===== src/rtl/mod_mul_interleaved.sv =====
// Sequential interleaved modular multiplier: outC = (a * b) mod p.
// One multiplier bit is processed per clock, MSB first, with a fixed latency of WIDTH+1 edges.
module mod_mul_interleaved #(
    parameter int WIDTH = 32
) (
    input  logic             clk,
    input  logic             rst_n,
    input  logic             opselect,
    input  logic [WIDTH-1:0] a,
    input  logic [WIDTH-1:0] b,
    input  logic [WIDTH-1:0] p,
    output logic [WIDTH-1:0] outC,
    output logic             rdy,
    output logic             done,
    output logic             err
);
    localparam int CW = (WIDTH > 1) ? $clog2(WIDTH) : 1;
    localparam int XW = WIDTH + 2;

    typedef enum logic [1:0] {
        S_IDLE = 2'd0,
        S_RUN  = 2'd1,
        S_DONE = 2'd2
    } state_t;

    state_t           state_q, state_d;
    logic [WIDTH-1:0] a_q, a_d;
    logic [WIDTH-1:0] b_q, b_d;
    logic [WIDTH-1:0] p_q, p_d;
    logic [XW-1:0]    r_q, r_d;
    logic [CW-1:0]    cnt_q, cnt_d;
    logic [WIDTH-1:0] outc_q, outc_d;
    logic             err_q, err_d;

    logic [XW-1:0]    a_ext, p_ext, t, t1, r_step;
    logic             in_bad;

    // R < P keeps 2R + A below 3*2^WIDTH, so WIDTH+2 bits never overflow.
    always_comb begin
        a_ext  = {2'b00, a_q};
        p_ext  = {2'b00, p_q};
        t      = (r_q << 1) + (b_q[cnt_q] ? a_ext : '0);
        t1     = (t >= p_ext) ? (t - p_ext) : t;
        r_step = (t1 >= p_ext) ? (t1 - p_ext) : t1;
    end

    assign in_bad = (p == '0) || (a >= p) || (b >= p);

    always_comb begin
        state_d = state_q;
        a_d     = a_q;
        b_d     = b_q;
        p_d     = p_q;
        r_d     = r_q;
        cnt_d   = cnt_q;
        outc_d  = outc_q;
        err_d   = err_q;
        unique case (state_q)
            S_IDLE: begin
                if (opselect) begin
                    if (in_bad) begin
                        err_d   = 1'b1;
                        outc_d  = '0;
                        state_d = S_DONE;
                    end else begin
                        a_d     = a;
                        b_d     = b;
                        p_d     = p;
                        r_d     = '0;
                        cnt_d   = CW'(WIDTH - 1);
                        state_d = S_RUN;
                    end
                end
            end
            S_RUN: begin
                r_d = r_step;
                if (cnt_q == '0) begin
                    outc_d  = r_step[WIDTH-1:0];
                    err_d   = 1'b0;
                    state_d = S_DONE;
                end else begin
                    cnt_d = cnt_q - CW'(1);
                end
            end
            S_DONE: begin
                state_d = S_IDLE;
            end
            default: begin
                state_d = S_IDLE;
            end
        endcase
    end

    always_ff @(posedge clk or negedge rst_n) begin
        if (!rst_n) begin
            state_q <= S_IDLE;
            a_q     <= '0;
            b_q     <= '0;
            p_q     <= '0;
            r_q     <= '0;
            cnt_q   <= '0;
            outc_q  <= '0;
            err_q   <= 1'b0;
        end else begin
            state_q <= state_d;
            a_q     <= a_d;
            b_q     <= b_d;
            p_q     <= p_d;
            r_q     <= r_d;
            cnt_q   <= cnt_d;
            outc_q  <= outc_d;
            err_q   <= err_d;
        end
    end

    assign outC = outc_q;
    assign rdy  = (state_q == S_IDLE);
    assign done = (state_q == S_DONE);
    assign err  = err_q;

endmodule


===== config.mk =====
export PLATFORM = sky130hd
export DESIGN_NAME = mod_mul_interleaved
export DESIGN_NICKNAME = d
export VERILOG_FILES = /design/src/rtl/mod_mul_interleaved.sv
export SDC_FILE = /design/constraint.sdc
export NUM_CORES = 1
export LEC_CHECK = 0
export ABC_AREA = 1
export BUFFER_PORTS_ARGS = -buffer_cell sky130_fd_sc_hd__buf_2
export CORE_MARGIN = 5
export CORE_UTILIZATION = 63
export CTS_BUF_LIST = sky130_fd_sc_hd__clkbuf_4
export DETAILED_ROUTE_END_ITERATION = 16
export PLACE_DENSITY_LB_ADDON = 0.05
export RECOVER_POWER = 50
export SLEW_MARGIN = 20
export SYNTH_ARGS = -nofsm -noshare
export SYNTH_HDL_FRONTEND = slang
export SYNTH_SLANG_ARGS = --single-unit

===== constraint.sdc =====
create_clock -name clk -period 15.5 [get_ports clk]
set_input_delay 2.325 -clock clk [delete_from_list [all_inputs] [get_ports clk]]
set_output_delay 2.325 -clock clk [all_outputs]
set_load 0.005 [all_outputs]

==> results of run 1 <==
==> worst max-delay path: cells and delay by family, from the launching register on <==
| family | cells | cell delay [ns] |
|---|---|---|
| AND/OR/NAND/NOR | 26 | 4.23 |
| adder cells (fa/ha/maj) | 5 | 1.49 |
| flip-flops | 1 | 0.75 |
| AO/OA/AOI/OAI | 11 | 2.62 |
| buffers and inverters | 5 | 0.98 |
==> cells in the final DEF, fill, tap and decap left out, drive strengths merged, types with 8 or more instances in the layout <==
master    n
inv     327
nand3   136
xnor2    34
buf     130
o211ai    9
nand3b   26
o21bai   23
nor3     26
nand2   749
o21ai   156
clkbuf   28
nand4    55
a21oi   146
xor2     39
o21a      8
nor2    169
a31oi     9
dfrtp   169
ha      161
a21o     14
==> area by class of cell <==
| cell class | instances | area share [%] |
|---|---|---|
| inverters | 321 | 7.13 |
| flip-flops and latches | 169 | 25.0 |
| diodes | 2 | 0.0296 |
| multi-input cells | 1785 | 59.3 |
| clock inverters | 14 | 1.08 |
| repair buffers | 140 | 4.23 |
| well taps | 324 | 2.40 |
| clock buffers | 18 | 0.800 |
==> kinds of logic after synthesis <==
group                    count (synthesis)  share of synthesized area [%]
AND/OR/NAND/NOR                       1172                           33.2
adder cells (fa/ha/maj)                164                           13.2
flip-flops                             169                           26.8
buffers and inverters                  380                           9.58
AO/OA/AOI/OAI                          376                           13.2
XOR/XNOR                                73                           4.06
==> layer usage <==
layer	wire, um	vias up
met3	5690	124
met5	0	-
li1	-	7772
met1	21900	7474
met4	1840	0
met2	22200	853
==> flip-flops by register name, summed over array words and instances (netlist names) <==
name	cells
err	1
a_q	32
outC	32
cnt_q	5
p_q	32
state_q	2
r_q	33
b_q	32
==> through the flow <==
stage	setup slack (ns)	hold WS [ns]	util (%)	cell area, um^2
6_report	5.27	0.498	69.1	16900
5_1_grt	4.35	0.512	69.1	16900
4_1_cts	5.43	0.500	69.1	16900
3_5_place_dp	5.47	0.461	67.8	16600
3_3_place_gp	5.62	0.458	67.8	16600
2_1_floorplan	8.80	0.444	-	15800
==> worst max-delay path by stage <==
stage	startpoint	cells past startpoint	slack [ns]	endpoint
5_1_grt	cnt_q[0]	47	4.35	r_q[31]
4_1_cts	cnt_q[0]	47	5.43	r_q[31]
2_1_floorplan	cnt_q[0]	47	8.80	outC[17]
3_3_place_gp	cnt_q[0]	45	5.62	r_q[31]
3_5_place_dp	cnt_q[0]	47	5.47	r_q[31]
6_report	cnt_q[0]	47	5.27	r_q[31]
==> run_results.csv, run 1 <==
group,metric,value,unit
yosys,netlist_instances,2334,
clock_tree,cts_inserted_buffers,17,
clock_tree,clk_path_buf_depth,2,
yosys,synth_area_leader_cell,"dfrtp_1",
hold_path,hold_path_startpoint,"outC[25]",
grt,grt-ovfl-total,0,
yosys,ys_ff_latch,169,
timing,post-route-period-util,66.0,%
route,wl_per_cell,18.6,um
floorplan,top_level_ports,134,
floorplan,dieWidth,168,um
floorplan,design.die.area,28300,um^2
yosys,postSynthAreaPerCell,6.75,um^2
worst_setup_path,reg2reg_to,"r_q[31]",
finish,multi_input_area,10000,um^2
placement,hpwl,41400,um
yosys,yosysMostFrequentCell,"nand2_1",
route,vias_per_cell,5.85,
clock_tree,cts_tree,"yes",
yosys,synth_fp_nets,2597,
grt,grt_use_met3,7.53,%
route,drtIter0Drc,2033,
worst_setup_path,critPathSlowestCell,"dfrtp_1",
timing,setup_viol,0,
timing,tightest_slew,5.19,ns
worst_setup_path,crit_fanout,35,
grt,top_usage_layer,"met2",
hold_path,worstHoldPathCells,2,
route,post-route-drc-count,0,
grt,use_met1,50.9,%
grt,antenna_found_initial,1,
clock_tree,cts_hold_buf,0,
yosys,ys_types,50,
grt,grt_max_degree,109,
yosys,synth_area,15800,um^2
worst_setup_path,ff2ff_path_depth,47,
clock_tree,root_buffer,"clkbuf_4",
finish,drive_gt1_share,10.7,%
grt,grt_pass1_wl,81500,um
timing,rsz0062_at_grt,"no",
worst_setup_path,critical_path_class,"flip-flop to flip-flop",
route,drtPass1Iterations,6,
route,ant_nets,0,
route,drt_wl_total,51600,um
status,run_status,"finished with violations",
yosys,ys.warnings.count,0,
grt,use_met2,55.8,%
status,violations,"max-capacitance violations, max-slew violations",
timing,skew,0.0442,ns
finish,regArea,4230,um^2
placement,gp_congestion,1.05,
worst_setup_path,cp_common_cell,"nand2_1",
timing,maxSlewHeadroom,-246,%
clock_tree,cts_setup_buffers,0,
finish,fin_cells,2773,
worst_setup_path,slowest_delay,0.75,ns
worst_setup_path,worstSetupStartpointType,"flip-flop",
worst_setup_path,worst_setup_path_end_kind,"flip-flop",
worst_setup_path,critPathArrivalTime,10.70,ns
clock_tree,cts_resized,0,
floorplan,chipHeight,168,um
grt,grt_pass1_vias,15600,
clock_tree,cts_sinks,169,
finish,layout.nets,2697,
yosys,synth_common_cells,"nand2_1 (709), inv_1 (313), dfrtp_1 (169), nor2_1 (165), ha_1 (161)",
placement,io_buffer_count,133,
flow_run,cap_violations,2,
finish,n_fill_cell,2192,
clock_tree,htree_levels,4,
yosys,synth.yosys.seq_area_share,26.8,%
yosys,synth_edf_count,0,
timing,post-route-min-period,10.23,ns
timing,fin_tns_setup,0,ns
clock_tree,insertion_delay,0.63,ns
yosys,synthTopCellsByArea,"dfrtp_1 (27%), nand2_1 (17%), ha_1 (13%)",
clock_tree,clk_pin_slew_worst_paths,0.16,ns
worst_setup_path,worstPathRequired,15.98,ns
worst_setup_path,r2r_setup_slack,5.27,ns
timing,slew_violations,172,
grt,grtUsageTotal,36.2,%
finish,area_growth,7.26,%
yosys,synth_top_area_share,26.8,%
yosys,synth_ff_type,"dfrtp_1",
timing,fmax,97.8,MHz
floorplan,coreArea,24500,um^2
yosys,synthArstFlopShare,100,%
floorplan,fp-row-count,57,
floorplan,start_util,64.4,%
hold_path,hp-class,"flip-flop to flip-flop",
hold_path,hold_end,"outC[25]",
placement,dp.cells,2738,
route,dr_total_vias,16200,
worst_setup_path,r2r-start,"cnt_q[0]",
timing,hold_viol,0,
Power of run 1 is left out: the tool's default activity adds up to more than one toggle a clock period on the data nets, which glitch-free logic cannot reach.
==> run 2: changes to the inputs <==
Clock period 15.5 ns to 10.5 ns, I/O delays scaled along.
==> run 2 against run 1 <==
  * The run still ends with max-capacitance violations, max-slew violations left
  * Critical path depth up 3
  * Critical path type unchanged
  * Final cell count is the same
  * Register-to-register slack lost 4.3 ns
  * Highest routed layer unchanged
  * Critical endpoint unchanged
  * Clock-buffer cell count down 1
  * Die area is the same
==> run_results.csv, run 2 (synthesized netlist as in run 1, its figures left out) <==
group,metric,value,unit
finish,largest_register_ffs,33,
finish,area_growth,7.18,%
worst_setup_path,cp_common_cell,"nand2_1",
grt,grtUsageTotal,35.5,%
floorplan,design.die.area,28300,um^2
route,wl_per_cell,18.4,um
timing,slew_violations,172,
placement,io_buffer_count,133,
route,post-route-drc-count,0,
worst_setup_path,r2r_setup_slack,1.01,ns
worst_setup_path,slowest_delay,0.75,ns
clock_tree,cts_hold_buf,0,
placement,gp_congestion,1.04,
worst_setup_path,critPathSlowestCell,"dfrtp_1",
route,ant_nets,0,
route,vias_per_cell,5.88,
timing,maxSlewHeadroom,-241,%
clock_tree,cts_tree,"yes",
clock_tree,cts_inserted_buffers,17,
timing,fmax,105,MHz
floorplan,top_level_ports,134,
timing,setup_viol,0,
worst_setup_path,worstSetupStartpointType,"flip-flop",
timing,post-route-period-util,90.4,%
worst_setup_path,worstPathRequired,11.01,ns
clock_tree,root_buffer,"clkbuf_4",
grt,antenna_found_initial,1,
finish,drive_gt1_share,10.7,%
route,dr_total_vias,16300,
timing,hold_viol,0,
worst_setup_path,crit_fanout,35,
finish,layout_commonest_cell,"nand2_1",
timing,rsz0062_at_grt,"no",
grt,grt_max_degree,109,
timing,skew,0.0493,ns
floorplan,chipHeight,168,um
worst_setup_path,worst_setup_path_end_kind,"flip-flop",
grt,grt-ovfl-total,0,
floorplan,fp-row-count,57,
placement,dp.cells,2740,
worst_setup_path,critPathArrivalTime,10.00,ns
grt,grt_pass1_wl,80000,um
status,violations,"max-capacitance violations, max-slew violations",
clock_tree,clk_path_buf_depth,2,
clock_tree,htree_levels,4,
floorplan,start_util,64.4,%
floorplan,dieWidth,168,um
floorplan,coreArea,24500,um^2
flow_run,cap_violations,2,
finish,final_cell_mix,"nand2_1 (708), inv_1 (311), dfrtp_1 (169)",
route,drtIter0Drc,1869,
clock_tree,cts_sinks,169,
timing,post-route-min-period,9.49,ns
finish,fin_cells,2773,
timing,worst_hold_slack,0.498,ns
status,run_status,"finished with violations",
route,drt_wl_total,51000,um
placement,hpwl,40800,um
timing,fin_tns_setup,0,ns
timing,tightest_slew,5.11,ns
grt,grt_pass1_vias,15400,
hold_path,hp-class,"flip-flop to flip-flop",
clock_tree,cts_setup_buffers,0,
finish,top_register,"r_q",
clock_tree,clk_pin_slew_worst_paths,0.20,ns
clock_tree,cts_resized,0,
finish,layout.nets,2698,
route,drtPass1Iterations,6,
worst_setup_path,critical_path_class,"flip-flop to flip-flop",
clock_tree,insertion_delay,0.63,ns
## run 2: metal layers
layer,vias to the layer above,global-route usage (%),share of wire [%],wire length (um)
met5,-,0,0,0
met4,0,14.5,4.3,2210
met3,125,6.92,11,5380
met2,887,53.1,42,21600
met1,7504,50.6,43,21800
li1,7779,-,-,-
## run 2: area by class of cell
type	count	area (um^2)
Clock buffer	17	128
Timing Repair Buffer	141	708
Fill cell	2185	7580
Sequential cell	169	4230
Clock inverter	15	183
Antenna cell	1	2.50
Multi-Input combinational cell	1785	10000
Tap cell	324	405
Inverter	321	1210
## run 2: path summary, 6_finish.rpt
check                      startpoint       end  cells past startpoint
max in group asynchronous       rst_n  outC[17]                      2
hold reg to reg              outC[13]  outC[13]                      2
setup / recovery             cnt_q[0]   r_q[31]                     50
min in group asynchronous       rst_n    b_q[1]                      1
hold / removal               outC[13]  outC[13]                      2
setup reg to reg             cnt_q[0]   r_q[31]                     50
## run 2: critical path, delay by kind of cell (launching register included)
| family | cells | cell delay (ns) |
|---|---|---|
| and+or+nand+nor | 33 | 4.86 |
| AOI/OAI and AO/OA | 7 | 1.67 |
| adders and majority gates | 5 | 1.43 |
| DFF | 1 | 0.75 |
| buffers and inverters | 5 | 0.65 |
## run 2: through the flow
step	util, %	setup WS [ns]	instance area (um^2)
finish	69.0	1.01	16900
global route	69.0	0.0606	16900
CTS	69.1	0.895	16900
detailed placement	67.8	0.887	16600
global placement	67.8	1.02	16600
floorplan	-	3.80	15800
Power of run 2 is left out for the same reason.
==> run 3: changes to the inputs <==
Settings changed: PLACE_DENSITY set to 0.8, PLACE_DENSITY_LB_ADDON 0.05 to unset.
==> run 3 against run 2 <==
  * The flow still finishes with violations (max-capacitance violations, max-slew violations)
  * Critical path depth down 6
  * Die area unchanged
  * Sequential share of layout area about the same
  * Worst setup slack got worse by 0.18 ns
  * Critical path type unchanged
  * Critical endpoint unchanged
  * Largest cell class unchanged
  * Highest routed layer is now met5
==> run_results.csv, run 3 (synthesized netlist as in run 1, its figures left out) <==
group,metric,value,unit
status,run_status,"finished with violations",
status,violations,"max-capacitance violations, max-slew violations",
timing,tightest_slew,5.69,ns
worst_setup_path,critical_path_class,"flip-flop to flip-flop",
finish,layout.nets,2702,
worst_setup_path,worst_setup_path_end_kind,"flip-flop",
worst_setup_path,slowest_delay,0.74,ns
timing,rsz0062_at_grt,"no",
timing,worst_slack,0.832,ns
timing,maxSlewHeadroom,-279,%
clock_tree,cts_inserted_buffers,17,
finish,drive_gt1_share,10.5,%
route,post-route-drc-count,0,
route,wl_per_cell,19.1,um
clock_tree,cts_hold_buf,0,
clock_tree,cts_setup_buffers,0,
timing,setup_viol,0,
clock_tree,insertion_delay,0.62,ns
timing,fmax,103,MHz
finish,fin_cells,2777,
worst_setup_path,crit_fanout,32,
grt,antenna_found_initial,2,
hold_path,hp-class,"flip-flop to flip-flop",
timing,hold_viol,0,
timing,post-route-period-util,92.1,%
worst_setup_path,worstSetupStartpointType,"flip-flop",
finish,regArea,4230,um^2
flow_run,cap_violations,2,
finish,multi_input_area,10000,um^2
clock_tree,cts_resized,0,
route,drtIter0Drc,1770,
finish,area_growth,7.29,%
floorplan,design.die.area,28300,um^2
grt,grt_max_degree,104,
finish,top_register,"r_q",
placement,dp.cells,2744,
route,drt_wl_total,52900,um
clock_tree,cts_sinks,169,
clock_tree,root_buffer,"clkbuf_4",
finish,stdcell_area,16900,um^2
grt,grt-ovfl-total,0,
placement,dpl-instance-area,16600,um^2
floorplan,dieWidth,168,um
route,vias_per_cell,5.95,
route,dr_total_vias,16500,
timing,fin_tns_setup,0,ns
floorplan,start_util,64.4,%
worst_setup_path,critPathSlowestCell,"dfrtp_1",
finish,largest_register_ffs,33,
clock_tree,cts_tree,"yes",
clock_tree,htree_levels,4,
worst_setup_path,worstPathRequired,10.97,ns
clock_tree,clk_pin_slew_worst_paths,0.18,ns
worst_setup_path,cp_common_cell,"nand2_1",
placement,dp_slack,1.22,ns
floorplan,chipHeight,168,um
worst_setup_path,critPathArrivalTime,10.14,ns
placement,io_buffer_count,133,
finish,layout_commonest_cell,"nand2_1",
grt,grt_pass1_wl,82600,um
route,ant_nets,0,
placement,gp_congestion,1.07,
placement,hpwl,42200,um
floorplan,coreArea,24500,um^2
worst_setup_path,crit_buf_inv,4,
grt,grtUsageTotal,36.7,%
timing,skew,0.0526,ns
finish,n_fill_cell,2159,
grt,grt_pass1_vias,15900,
finish,final_cell_mix,"nand2_1 (709), inv_1 (311), dfrtp_1 (169)",
floorplan,top_level_ports,134,
timing,slew_violations,172,
route,drtPass1Iterations,8,
floorplan,fp-row-count,57,
worst_setup_path,cp_top_family,"simple AND/OR/NAND/NOR gates",
clock_tree,clk_path_buf_depth,2,
timing,post-route-min-period,9.67,ns
## run 3: per-stage QoR
| step | utilization, % | hold WS [ns] |
|---|---|---|
| 2_1_floorplan | - | 0.444 |
| 3_3_place_gp | 67.9 | 0.458 |
| 3_5_place_dp | 67.9 | 0.460 |
| 4_1_cts | 69.2 | 0.500 |
| 5_1_grt | 69.1 | 0.519 |
| 6_report | 69.1 | 0.497 |
## run 3: final timing paths
path / from / end / slack [ns] / cells after the start
max in group asynchronous: rst_n / r_q[14] / 3.61 / 2
min in group asynchronous: rst_n / b_q[4] / 3.01 / 1
hold reg to reg: outC[8] / outC[8] / 0.50 / 2
setup reg to reg: cnt_q[0] / r_q[31] / 0.83 / 44
hold / removal: outC[8] / outC[8] / 0.50 / 2
setup / recovery: cnt_q[0] / r_q[31] / 0.83 / 44
## run 3: worst reg2reg max path, delay by kind of cell, from the launching register on
family	cells	cell delay, ns
adder cells (fa/ha/maj)	4	1.17
flip-flops	1	0.74
buffers and inverters	4	0.59
AND/OR/NAND/NOR	27	4.58
XOR/XNOR	1	0.35
AO/OA/AOI/OAI	8	2.15
## run 3: final cells by class
class | count | area share (%)
sequential | 169 | 25.0
timing repair buffer | 145 | 4.32
clock inverter | 15 | 1.08
antenna | 1 | 0.0148
inverter | 321 | 7.13
multi-input combinational | 1785 | 59.3
clock buffer | 17 | 0.755
tap | 324 | 2.40
## run 3: layer usage
layer	share of wire (%)	track usage, %	up-vias	wire length (um)
li1	-	-	7796	-
met1	41	49.9	7649	21600
met5	0.023	0	-	12
met3	11	7.95	157	5990
met2	44	57.6	929	23100
met4	4.3	14.2	2	2290
Power of run 3 is left out for the same reason.
